<file path="config.mk">
export PLATFORM = sky130hd
export DESIGN_NAME = addr_seq
export DESIGN_NICKNAME = d
export VERILOG_FILES = /design/src/rtl/addr_seq.sv
export SDC_FILE = /design/constraint.sdc
export NUM_CORES = 1
export LEC_CHECK = 0
export ABC_AREA = 1
export CORE_ASPECT_RATIO = 0.8
export CORE_MARGIN = 5
export CORE_UTILIZATION = 65
export DETAILED_ROUTE_END_ITERATION = 8
export DONT_BUFFER_PORTS = 1
export GPL_TIMING_DRIVEN = 0
export HOLD_SLACK_MARGIN = 0.06
export PLACE_DENSITY = 0.82
export SLEW_MARGIN = 20
export SYNTH_ARGS = -nofsm -noshare
export SYNTH_HDL_FRONTEND = slang
export SYNTH_SLANG_ARGS = --single-unit
</file>
<file path="constraint.sdc">
create_clock -name clk -period 3.6 [get_ports clk]
set_input_delay 0.54 -clock clk [delete_from_list [all_inputs] [get_ports clk]]
set_output_delay 0.54 -clock clk [all_outputs]
set_load 0.02 [all_outputs]
</file>
<file path="src/rtl/addr_seq.sv">
// addr_seq: 6502 address sequencer (pc/ar/ir, reset-vector fetch, addr/rw drive); in ps/mm/mw/il/ar_*_ld/din, out addr/rw/pc/ar/ir/page_cross/ready
module addr_seq #(
  parameter logic [15:0] RESET_VECTOR = 16'hFFFC,
  parameter bit          USE_VECTOR   = 1'b1,
  parameter logic [15:0] PC_INIT      = 16'h0000
) (
  input  logic        clk,
  input  logic        rst_n,
  input  logic [1:0]  ps,
  input  logic        mm,
  input  logic        mw,
  input  logic        il,
  input  logic        ar_lo_ld,
  input  logic        ar_hi_ld,
  input  logic [7:0]  din,
  output logic [15:0] addr,
  output logic        rw,
  output logic [15:0] pc,
  output logic [15:0] ar,
  output logic [7:0]  ir,
  output logic        page_cross,
  output logic        ready
);
  localparam logic [1:0] HOLD = 2'd0, INC = 2'd1, REL = 2'd2, ABS = 2'd3;
  typedef enum logic [1:0] {VEC_LO, VEC_HI, RUN} state_t;
  state_t      state;
  logic [7:0]  vec_lo;
  logic [15:0] pc_rel;
  assign pc_rel = pc + {{8{din[7]}}, din};
  always_comb begin
    addr = state == VEC_LO ? RESET_VECTOR : state == VEC_HI ? RESET_VECTOR + 16'd1 : mm ? ar : pc;
    rw   = state == RUN ? mw : 1'b1;
  end
  always_ff @(posedge clk or negedge rst_n) begin
    if (!rst_n) begin
      state      <= USE_VECTOR ? VEC_LO : RUN;
      ready      <= !USE_VECTOR;
      pc         <= PC_INIT;
      ar         <= 16'h0000;
      ir         <= 8'h00;
      page_cross <= 1'b0;
      vec_lo     <= 8'h00;
    end else if (state == VEC_LO) begin
      vec_lo <= din;
      state  <= VEC_HI;
    end else if (state == VEC_HI) begin
      pc    <= {din, vec_lo};
      state <= RUN;
      ready <= 1'b1;
    end else begin
      pc         <= ps == INC ? pc + 16'd1 : ps == REL ? pc_rel : ps == ABS ? {din, ar[7:0]} : pc;
      page_cross <= ps == REL ? pc_rel[15:8] != pc[15:8] : ps == HOLD ? page_cross : 1'b0;
      ar[7:0]    <= ar_lo_ld ? din : ar[7:0];
      ar[15:8]   <= ar_hi_ld ? din : ar[15:8];
      ir         <= il ? din : ir;
    end
  end
endmodule

</file>
== Yosys cells after proc, flatten, opt, wreduce, memory -nomap -nowiden ==
Cells that the tools add are included.

* Muxes and demuxes: 12
* Reductions and logical operators: 10
* Multiply operators: 0
* Magnitude comparators: 0
* Add/subtract/negate cells: 2
* Div/mod/pow operators: 0
* Equal/unequal tests: 7
* Shift operators: 0
* Bitwise operators: 2

{| class="wikitable"
|+ Operators by type and width
! operator !! count
|-
| $mux 16 || 7
|-
| $add 16x1->16 const B || 1
|-
| $add 16x16->16 || 1
|-
| $reduce_and 3->1 || 4
|-
| $ne 8x8->1 || 1
|-
| $eq 2x2->1 const B || 3
|-
| $eq 2x1->1 const B || 2
|-
| $logic_not 2->1 || 2
|-
| $mux 2 || 2
|-
| $reduce_and 2->1 || 2
|-
| $reduce_bool 4->1 || 1
|-
| $mux 1 || 3
|-
| $ne 2x2->1 const B || 1
|-
| $not 1->1 || 2
|-
| $reduce_bool 2->1 || 1
|}

* Bits in registers: 52
* Memory bits (writable): 0
* Input port bits: 17
* Memories: 0
* Latch bits: 0
* Bits in read-only memories: 0
* Output and inout bits: 59

== Longest topological paths before layout ==
Gate-level depths: netlist of run 1.

* Depth in word-level cells: 5
* Mapped depth: 16
* Gate-level depth less buffers: 16

== Worst setup path after synthesis of run 1 ==
Ideal clock, no wire load.

* Path kind: input-to-reg
* Start: input port din[0]
* End: register page_cross
* Data required time: 3,484 ps
* Cell stages on the path: 16
* Setup slack: 1,421 ps
* Library setup time: 116 ps
* Arrival time: 2,062 ps
* Buffers on the path: 0
* Cells stage by stage: ha_1 > fa_1 > nand2_1 > nand2_1 > nand3_1 > nand2_1 > nand2_1 > nand2_1 > nand2_1 > nand3_1 > nand2_1 > nand2_1 > nor2_2 > nand2_1 > nand2_1 > nand2_1

* Longest elaborated chain between the ends: 3

{| class="wikitable"
|+ RTL lines
! element !! line !! source
|-
| start, declared || 15 || <nowiki>input logic [7:0] din,</nowiki>
|-
| $add 16x16->16 || 29 || <nowiki>assign pc_rel = pc + {{8{din[7]}}, din};</nowiki>
|-
| $ne 8x8->1 || 52 || <nowiki>page_cross <= ps == REL ? pc_rel[15:8] != pc[15:8] : ps == HOLD ? page_cross : 1'b0;</nowiki>
|-
| $mux 1 || 52 ||
|-
| end signal, assigned || 52 ||
|-
| end, declared || 21 || <nowiki>output logic page_cross,</nowiki>
|}

No other way between the ends.
A chain may end at the register's enable or synchronous reset.

== Final worst setup path of run 1 ==
* Start: register state[1]
* End: output port addr[0]

* Longest elaborated chain between the ends: 3
* Elaborated cells on any way between the ends: 4
* Those cells by class: eq/ne (1); mux (2); reduce/logical (1)

{| class="wikitable"
|+ RTL lines
! element !! line !! source
|-
| start, declared || 26 || <nowiki>state_t state;</nowiki>
|-
| start signal, assigned || 36 || <nowiki>state <= USE_VECTOR ? VEC_LO : RUN;</nowiki>
|-
| $eq 2x1->1 || 31 || <nowiki>addr = state == VEC_LO ? RESET_VECTOR : state == VEC_HI ? RESET_VECTOR + 16'd1 : mm ? ar : pc;</nowiki>
|-
| $mux 16 || 31 ||
|-
| $mux 16 (*) || 31 ||
|-
| end, declared || 16 || <nowiki>output logic [15:0] addr,</nowiki>
|}

Mark *: on every way between the ends. The rest lies on a longest branch, timed or not.

==> metrics.yaml, run 1 <==
worst_setup_path:
  end_kind: "output pin"
  cp-startpoint: "state[1]$_DFFE_PN0P_"
  crit_type: "reg -> out"
  cp-start-kind: "flop"
  cp_data_arrival_time_ns: 2.25
  critPathMaxFanout: 10
  critPathRequiredTime_ns: 3.06
  timing.rr.start: "pc[0]$_DFFE_PN0P_"
timing:
  finalCritPeriodShare_pct: 77.4
  fin_worst_skew_ns: 0.00709
  rsz0062_at_grt: "no"
  worst_pin_slew_ns: 0.741
  maxSlewHeadroom_pct: 50.1
  slew_viol_final: 0
  period_needed_ns: 2.79
  hold_ws_ns: 0.0727
  hold_viol: 0
  fin_setup_tns_ns: 0
  setup_slack_ns: 0.815
  setup_viol: 0
  max_freq_ghz: 0.359
clock_tree:
  cts_buffers: 5
  clk_pin_slew_worst_paths_ns: 0.10
  cts_buffer_depth: 2
  cts_sinks: 52
  clockRootBuffer: "clkbuf_8"
  h-tree-depth: 2
  post_cts.repair.setup_buffers: 0
  clk_latency_ns: 0.31
  tritoncts: "built"
cells_and_area:
  nets: 629
  final_cell_mix: "nand2_1 (169), inv_1 (80), o21ai_0 (77)"
  syn_to_final_growth_pct: 6.10
  final_area_sq_um: 4180
  antenna_cells: 0
  drive_gt1_share_pct: 6.38
  final_common_cell: "nand2_1"
grt:
  track_usage_pct: 33.4
  antenna_found_initial: 0
  grt_pass1_vias: 4068
  grt_overflow: 0
  grt_start_max_net_pins: 53
  grt_pass1_wl_um: 20400
floorplan:
  coreArea_sq_um: 5910
  fp.dieH_um: 79.6
  start_util_pct: 66.7
  dieArea_sq_um: 7730
  die_w_um: 97.1
  ios: 76
  num_rows: 25
power:
  p_per_area_nw_per_um2: 493
  leakage_nw: 2.14
  irDropWorstVdd_v: 0.000271
  fin_total_pwr_mw: 2.06
placement:
  dp_slack_ns: 1.05
  hpwl_um: 9540
  dpl_cell_area_sq_um: 4040
  gp_congestion: 0.955
  port_buffers: 0
yosys:
  synth_cells: 587
  async_flop_share_pct: 100
  yosysTopAreaCell: "dfrtp_1"
  synth.distinct_cells: 33
  synth_top_area_share_pct: 33.0
  ys.flop_type: "dfrtp_1"
  yosys_warnings: 0
  synth_nets: 621
  synth_edf_count: 0
  seq_area_frac_synth_pct: 33.0
  synth.avg_cell_area_sq_um: 6.71
  synth-seq-cells: 52
  synth_area_leaders: "dfrtp_1 (33%), nand2_1 (16%), o21ai_0 (9.8%), inv_1 (7.6%), nand3_1 (5.7%)"
  syn_area_sq_um: 3940
min_path:
  hp-class: "in -> async"
drt:
  wl_um: 12500
  antenna_left: 0
  viasPerCell: 6.24
  first_pass_iters: 5
  wl_per_cell_um: 18.5
  drc_errors: 0
  num_vias: 4222
  drtIter0Drc: 462
outcome:
  status: "complete, no violations"
run:
  drv_cap: 0
worst paths after layout:
kind,slack (ns),cells past startpoint,endpoint
max in group asynchronous,3.29,1,ar[14]$_DFFE_PN0P_
setup reg to reg,1.00,16,page_cross$_DFFE_PN0P_
hold / removal,0.07,1,pc[10]$_DFFE_PN0P_
min in group clk,0.34,2,vec_lo[1]$_DFFE_PN0P_
hold reg to reg,0.51,2,vec_lo[6]$_DFFE_PN0P_
setup / recovery,0.81,5,addr[0]
cell type report:
cell class                      instances  area, sq um
Inverter                               87          327
Multi-Input combinational cell        434         2260
Tap cell                               81          101
Clock inverter                          3         42.5
Fill cell                             528         1730
Sequential cell                        52         1300
Clock buffer                            5         68.8
Buffer                                 14         57.6
Timing Repair Buffer                    1         27.5
sequential cells by signal, indices dropped and copies added, names as in the netlist:
signal / flops
vec_lo: 8
ir: 8
page_cross: 1
pc: 16
state: 2
ar: 16
ready: 1
layer usage:
layer | vias to the layer above | wire (um) | global-route usage [%]
met1 | 1947 | 5050 | 44.4
met2 | 282 | 5440 | 52.3
met4 | 0 | 311 | 10.7
li1 | 1955 | - | -
met5 | - | 0 | 0
met3 | 38 | 1720 | 10.7
report_power, final:
part	leakage [nW]	total [mW]	internal [mW]	switching [mW]
combinational	1.46	0.822	0.275	0.546
sequential	0.624	0.829	0.646	0.183
clock	0.0541	0.411	0.206	0.205
total	2.14	2.06	1.13	0.935
critical path: stages (launching register included):
cell	delay, ns
dfrtp_1	0.37
buf_2	0.18
nor2_1	0.39
clkinv_1	0.39
buf_2	0.32
o21ai_0	0.29
cells by family (layout without fill, tap and decap cells):
logic type | count (synthesis) | after routing | share of synthesized area (%)
flops | 52 | 52 | 33.0
simple gates | 273 | 273 | 30.5
fa+ha+maj | 17 | 17 | 5.59
xor+xnor | 10 | 10 | 2.57
compound gates | 134 | 134 | 18.6
buf+inv | 101 | 110 | 9.75
through the flow:
step / instances / utilization, %
2_1_floorplan: 587 / -
5_1_grt: 677 / 70.7
3_3_place_gp: 668 / 68.4
3_5_place_dp: 668 / 68.4
4_1_cts: 677 / 70.7
6_report: 677 / 70.7
synth_stat cells, types with 3 or more instances:
library cell,count
inv_2,5
xor2_1,5
nand3_2,3
nand4_1,10
o21ai_0,77
xnor2_1,4
o221ai_1,4
dfrtp_1,52
ha_1,16
inv_1,80
nand2_2,6
nor2_1,26
nand3_1,45
nand2_1,169
a21oi_1,34
buf_2,4
o22ai_1,3
o2111ai_1,6
nor2_2,5
clkbuf_1,10
o211ai_1,7
timing repair:
item                       in CTS  in global routing
setup endpoints to repair       0                  0
hold buffers                    1                  0
hold endpoints to repair       52                  0
resized for setup               0                  0
Power figures use the tool's default switching activity.
==> run 2, diff against run 1 <==
ABC_AREA = 0   (was 1)
clock period = 2.9 ns   (was 3.6 ns; I/O delays follow)
==> run 2 against run 1 <==
  * Count of clock-buffer cells in the layout unchanged
  * Power increased by 50%
  * Critical path depth up 3
  * Critical path type is now reg -> reg
  * Largest power group is now combinational logic
==> metrics.yaml, run 2 <==
outcome:
  status: "complete, no violations"
min_path:
  min_to: "pc[11]$_DFFE_PN0P_"
  hp-start: "din[3]"
  hold_depth: 2
  hp-class: "in -> reg"
power:
  seq_power_share_pct: 36.6  # -3.6 points
  irDropWorstVdd_v: 0.000405  # +50%
  p_per_area_nw_per_um2: 718  # +46%
  leakage_nw: 1.79  # -16%
  swShare_pct: 45.0  # -0.34 points
  pwr-share-clk_pct: 17.2  # -2.7 points
  intPower_mw: 1.70  # +51%
  fin_total_pwr_mw: 3.09  # +50%
  p_comb_share_pct: 46.2  # +6.4 points
  p_sw_mw: 1.39  # +49%
yosys:
  synth_area_leaders: "dfrtp_1 (33%), mux2_2 (9.4%), ha_1 (5.1%), xnor2_1 (4.6%), mux2i_1 (4.3%)"
  synth-seq-cells: 52  # unchanged
  yosys-top-cells-count: "dfrtp_1 (52), nand2_1 (45), nor2_1 (42)"
  yosysTopAreaCell: "dfrtp_1"
  async_flop_share_pct: 100  # unchanged
  synthSimpleGateAreaFrac_pct: 17.7  # -13 points
  synth_xor_area_share_pct: 5.97  # +3.4 points
  ys.flop_type: "dfrtp_1"
  yosys_warnings: 0  # unchanged
  synth_top_family_by_area: "compound AO/OA/AOI/OAI gates"
  synth_nets: 483  # -22%
  synth_edf_count: 0  # unchanged
  synth_top_area_share_pct: 32.8  # -0.18 points
  syn_area_sq_um: 3960  # +0.54%
  synthMuxAreaShare_pct: 13.7  # +14 points
  synth-compound-area-share_pct: 20.7  # +2.2 points
  synth_adder_area_share_pct: 5.56  # -0.030 points
  synth.most_common_cell: "dfrtp_1"
  synth.distinct_cells: 61  # +85%
  synth_cells: 449  # -24%
  synth.avg_cell_area_sq_um: 8.83  # +31%
  seq_area_frac_synth_pct: 32.8  # -0.18 points
cells_and_area:
  num-fill-cells: 468  # -11%
  syn_to_final_growth_pct: 8.78
  final-instance-count-excl-fill: 541  # -20%
  reg.largest.list: "ar (16), pc (16)"
  antenna_cells: 0  # unchanged
  drive_gt1_share_pct: 16.1  # +9.7 points
  multiInputGateArea_sq_um: 2580  # +14%
  final_common_cell: "nand2_1"
  ff_latch_area_sq_um: 1310  # +0.87%
  nets: 493  # -22%
  final_cell_mix: "nand2_1 (45), dfrtp_1 (43), nor2_1 (42)"
floorplan:
  dieArea_sq_um: 7770  # +0.48%
  start_util_pct: 67.0  # +0.36 points
  num_rows: 25  # unchanged
  coreArea_sq_um: 5910  # unchanged
  fp.dieH_um: 79.8  # +0.24%
  die_w_um: 97.3  # +0.24%
  ios: 76  # unchanged
worst_setup_path:
  reg2reg_to: "pc[15]$_DFFE_PN0P_"
  crit_type: "reg -> reg"
  cp-start-kind: "flop"
  cp_data_arrival_time_ns: 3.09  # +0.84 ns
  critPathRequiredTime_ns: 3.13  # +0.07 ns
  end_kind: "flop"
  reg2reg_depth: 8  # -8
  rrSetupSlack_ns: 0.03  # -0.97 ns
  critPathMaxFanout: 7  # -3
  timing.rr.start: "pc[7]$_DFFE_PN0P_"
timing:
  hold_viol: 0  # unchanged
  max_freq_ghz: 0.349
  fin_worst_skew_ns: 0.0120  # +0.00492 ns
  period_needed_ns: 2.87
  setup_viol: 0  # unchanged
  maxSlewHeadroom_pct: 38.6  # -11 points
  fin_setup_tns_ns: 0  # unchanged
  worst_pin_slew_ns: 0.920  # +0.179 ns
  finalCritPeriodShare_pct: 98.8
  slew_viol_final: 0  # unchanged
  hold_ws_ns: 0.242  # +0.170 ns
drt:
  wl_per_cell_um: 22.7  # +23%
  first_pass_iters: 5  # unchanged
  drc_errors: 0  # unchanged
  wl_um: 12300  # -1.9%
  viasPerCell: 6.96  # +12%
  antenna_left: 0  # unchanged
  drtIter0Drc: 339  # -27%
  num_vias: 3765  # -11%
grt:
  antenna_found_initial: 0  # unchanged
  grt_pass1_wl_um: 19300  # -5.3%
  grt_pass1_vias: 3671  # -9.8%
  track_usage_pct: 31.6  # -1.8 points
  grt_start_max_net_pins: 53  # unchanged
  grt_overflow: 0  # unchanged
run:
  drv_cap: 0  # unchanged
clock_tree:
  clockRootBuffer: "clkbuf_8"
  h-tree-depth: 2  # unchanged
  clk_pin_slew_worst_paths_ns: 0.11  # about the same
  cts_sinks: 52  # unchanged
  tritoncts: "built"
  cts_buffers: 5  # unchanged
  cts_buffer_depth: 2  # unchanged
  clk_latency_ns: 0.32  # about the same
placement:
  gp_congestion: 0.932  # -2.4%
  dp_cells: 530  # -21%
  port_buffers: 0  # unchanged
  hpwl_um: 8810  # -7.7%
run 2: cell types whose count changed after synthesis, sizes merged, moves of 6 or more:
cell / before / now
nor2: 33 / 42
o21ai: 79 / 25
nor3: 1 / 11
a31oi: 0 / 8
inv: 85 / 10
mux2: 0 / 33
a21oi: 34 / 21
nand2: 176 / 45
a211oi: 0 / 8
nand3: 49 / 14
a21o: 0 / 6
xnor2: 4 / 21
mux2i: 0 / 17
run 2: area by class of cell:
type                    count  share of cell area, %
clock buffers               5                   1.60
inverters                  11                  0.958
clock inverters             3                   1.07
plain buffers              23                   2.32
repair buffers              4                   1.34
well taps                  81                   2.35
flip-flops and latches     52                   30.4
multi-input cells         362                   59.9
run 2: per-stage QoR:
| step | utilization (%) | instance area, sq um | worst slack, ns |
|---|---|---|---|
| after floorplan | - | 3960 | 0.140 |
| after global placement | 68.7 | 4060 | -0.217 |
| after detailed placement | 68.7 | 4060 | -0.206 |
| after CTS | 71.5 | 4230 | -0.0291 |
| after global routing | 72.9 | 4310 | -0.00276 |
| final | 72.9 | 4310 | 0.0347 |
run 2: cell families after synthesis:
logic type | after synthesis
flops | 52
xor+xnor | 27
mux | 50
buf+inv | 35
simple gates | 148
fa+ha+maj | 17
compound gates | 120
run 2: how the worst max path moves through the flow:
stage | end | start | depth (start not counted) | slack [ns]
global route | pc[15]$_DFFE_PN0P_ | pc[7]$_DFFE_PN0P_ | 8 | -0.003
global placement | pc[14]$_DFFE_PN0P_ | pc[0]$_DFFE_PN0P_ | 9 | -0.22
floorplan | page_cross$_DFFE_PN0P_ | pc[0]$_DFFE_PN0P_ | 9 | 0.14
finish | pc[15]$_DFFE_PN0P_ | pc[7]$_DFFE_PN0P_ | 8 | 0.03
CTS | pc[14]$_DFFE_PN0P_ | pc[0]$_DFFE_PN0P_ | 9 | -0.03
detailed placement | pc[14]$_DFFE_PN0P_ | pc[0]$_DFFE_PN0P_ | 9 | -0.21
run 2: worst max-delay path: stages (launching register included):
cell and delay [ns]:
dfrtp_2 0.52, ha_1 0.40, and2_1 0.20, a2111o_1 0.41, and2_4 0.17, o311a_1 0.38
o211a_1 0.25, o211a_1 0.21, o31ai_1 0.24
run 2: power groups by stage:
| stage | logic, mW | clock network, mW | registers [mW] |
|---|---|---|---|
| floorplan | 1.09 | 0 | 1.07 |
| global placement | 1.28 | 0 | 1.13 |
| global route | 1.57 | 0.563 | 1.15 |
| detailed placement | 1.31 | 0 | 1.13 |
| CTS | 1.35 | 0.529 | 1.12 |
| finish | 1.43 | 0.532 | 1.13 |
run 2: routing by layer:
metal | GRT usage [%] | part of all wire, % | wire (um) | vias up
met5 | 0 | 0 | 0 | -
met4 | 9.96 | 2.8 | 346 | 0
met3 | 8.47 | 9.5 | 1170 | 43
met2 | 51.7 | 46 | 5650 | 223
met1 | 41.3 | 42 | 5120 | 1815
li1 | - | - | - | 1684
run 2: timing repair:
action / in CTS / in global routing
hold buffers: 2 / 0
gates cloned: 0 / 0
buffers inserted: 0 / 2
setup endpoints to repair: 15 / 6
resized for setup: 7 / 20
pin swaps: 0 / 2
hold endpoints to repair: 52 / 0
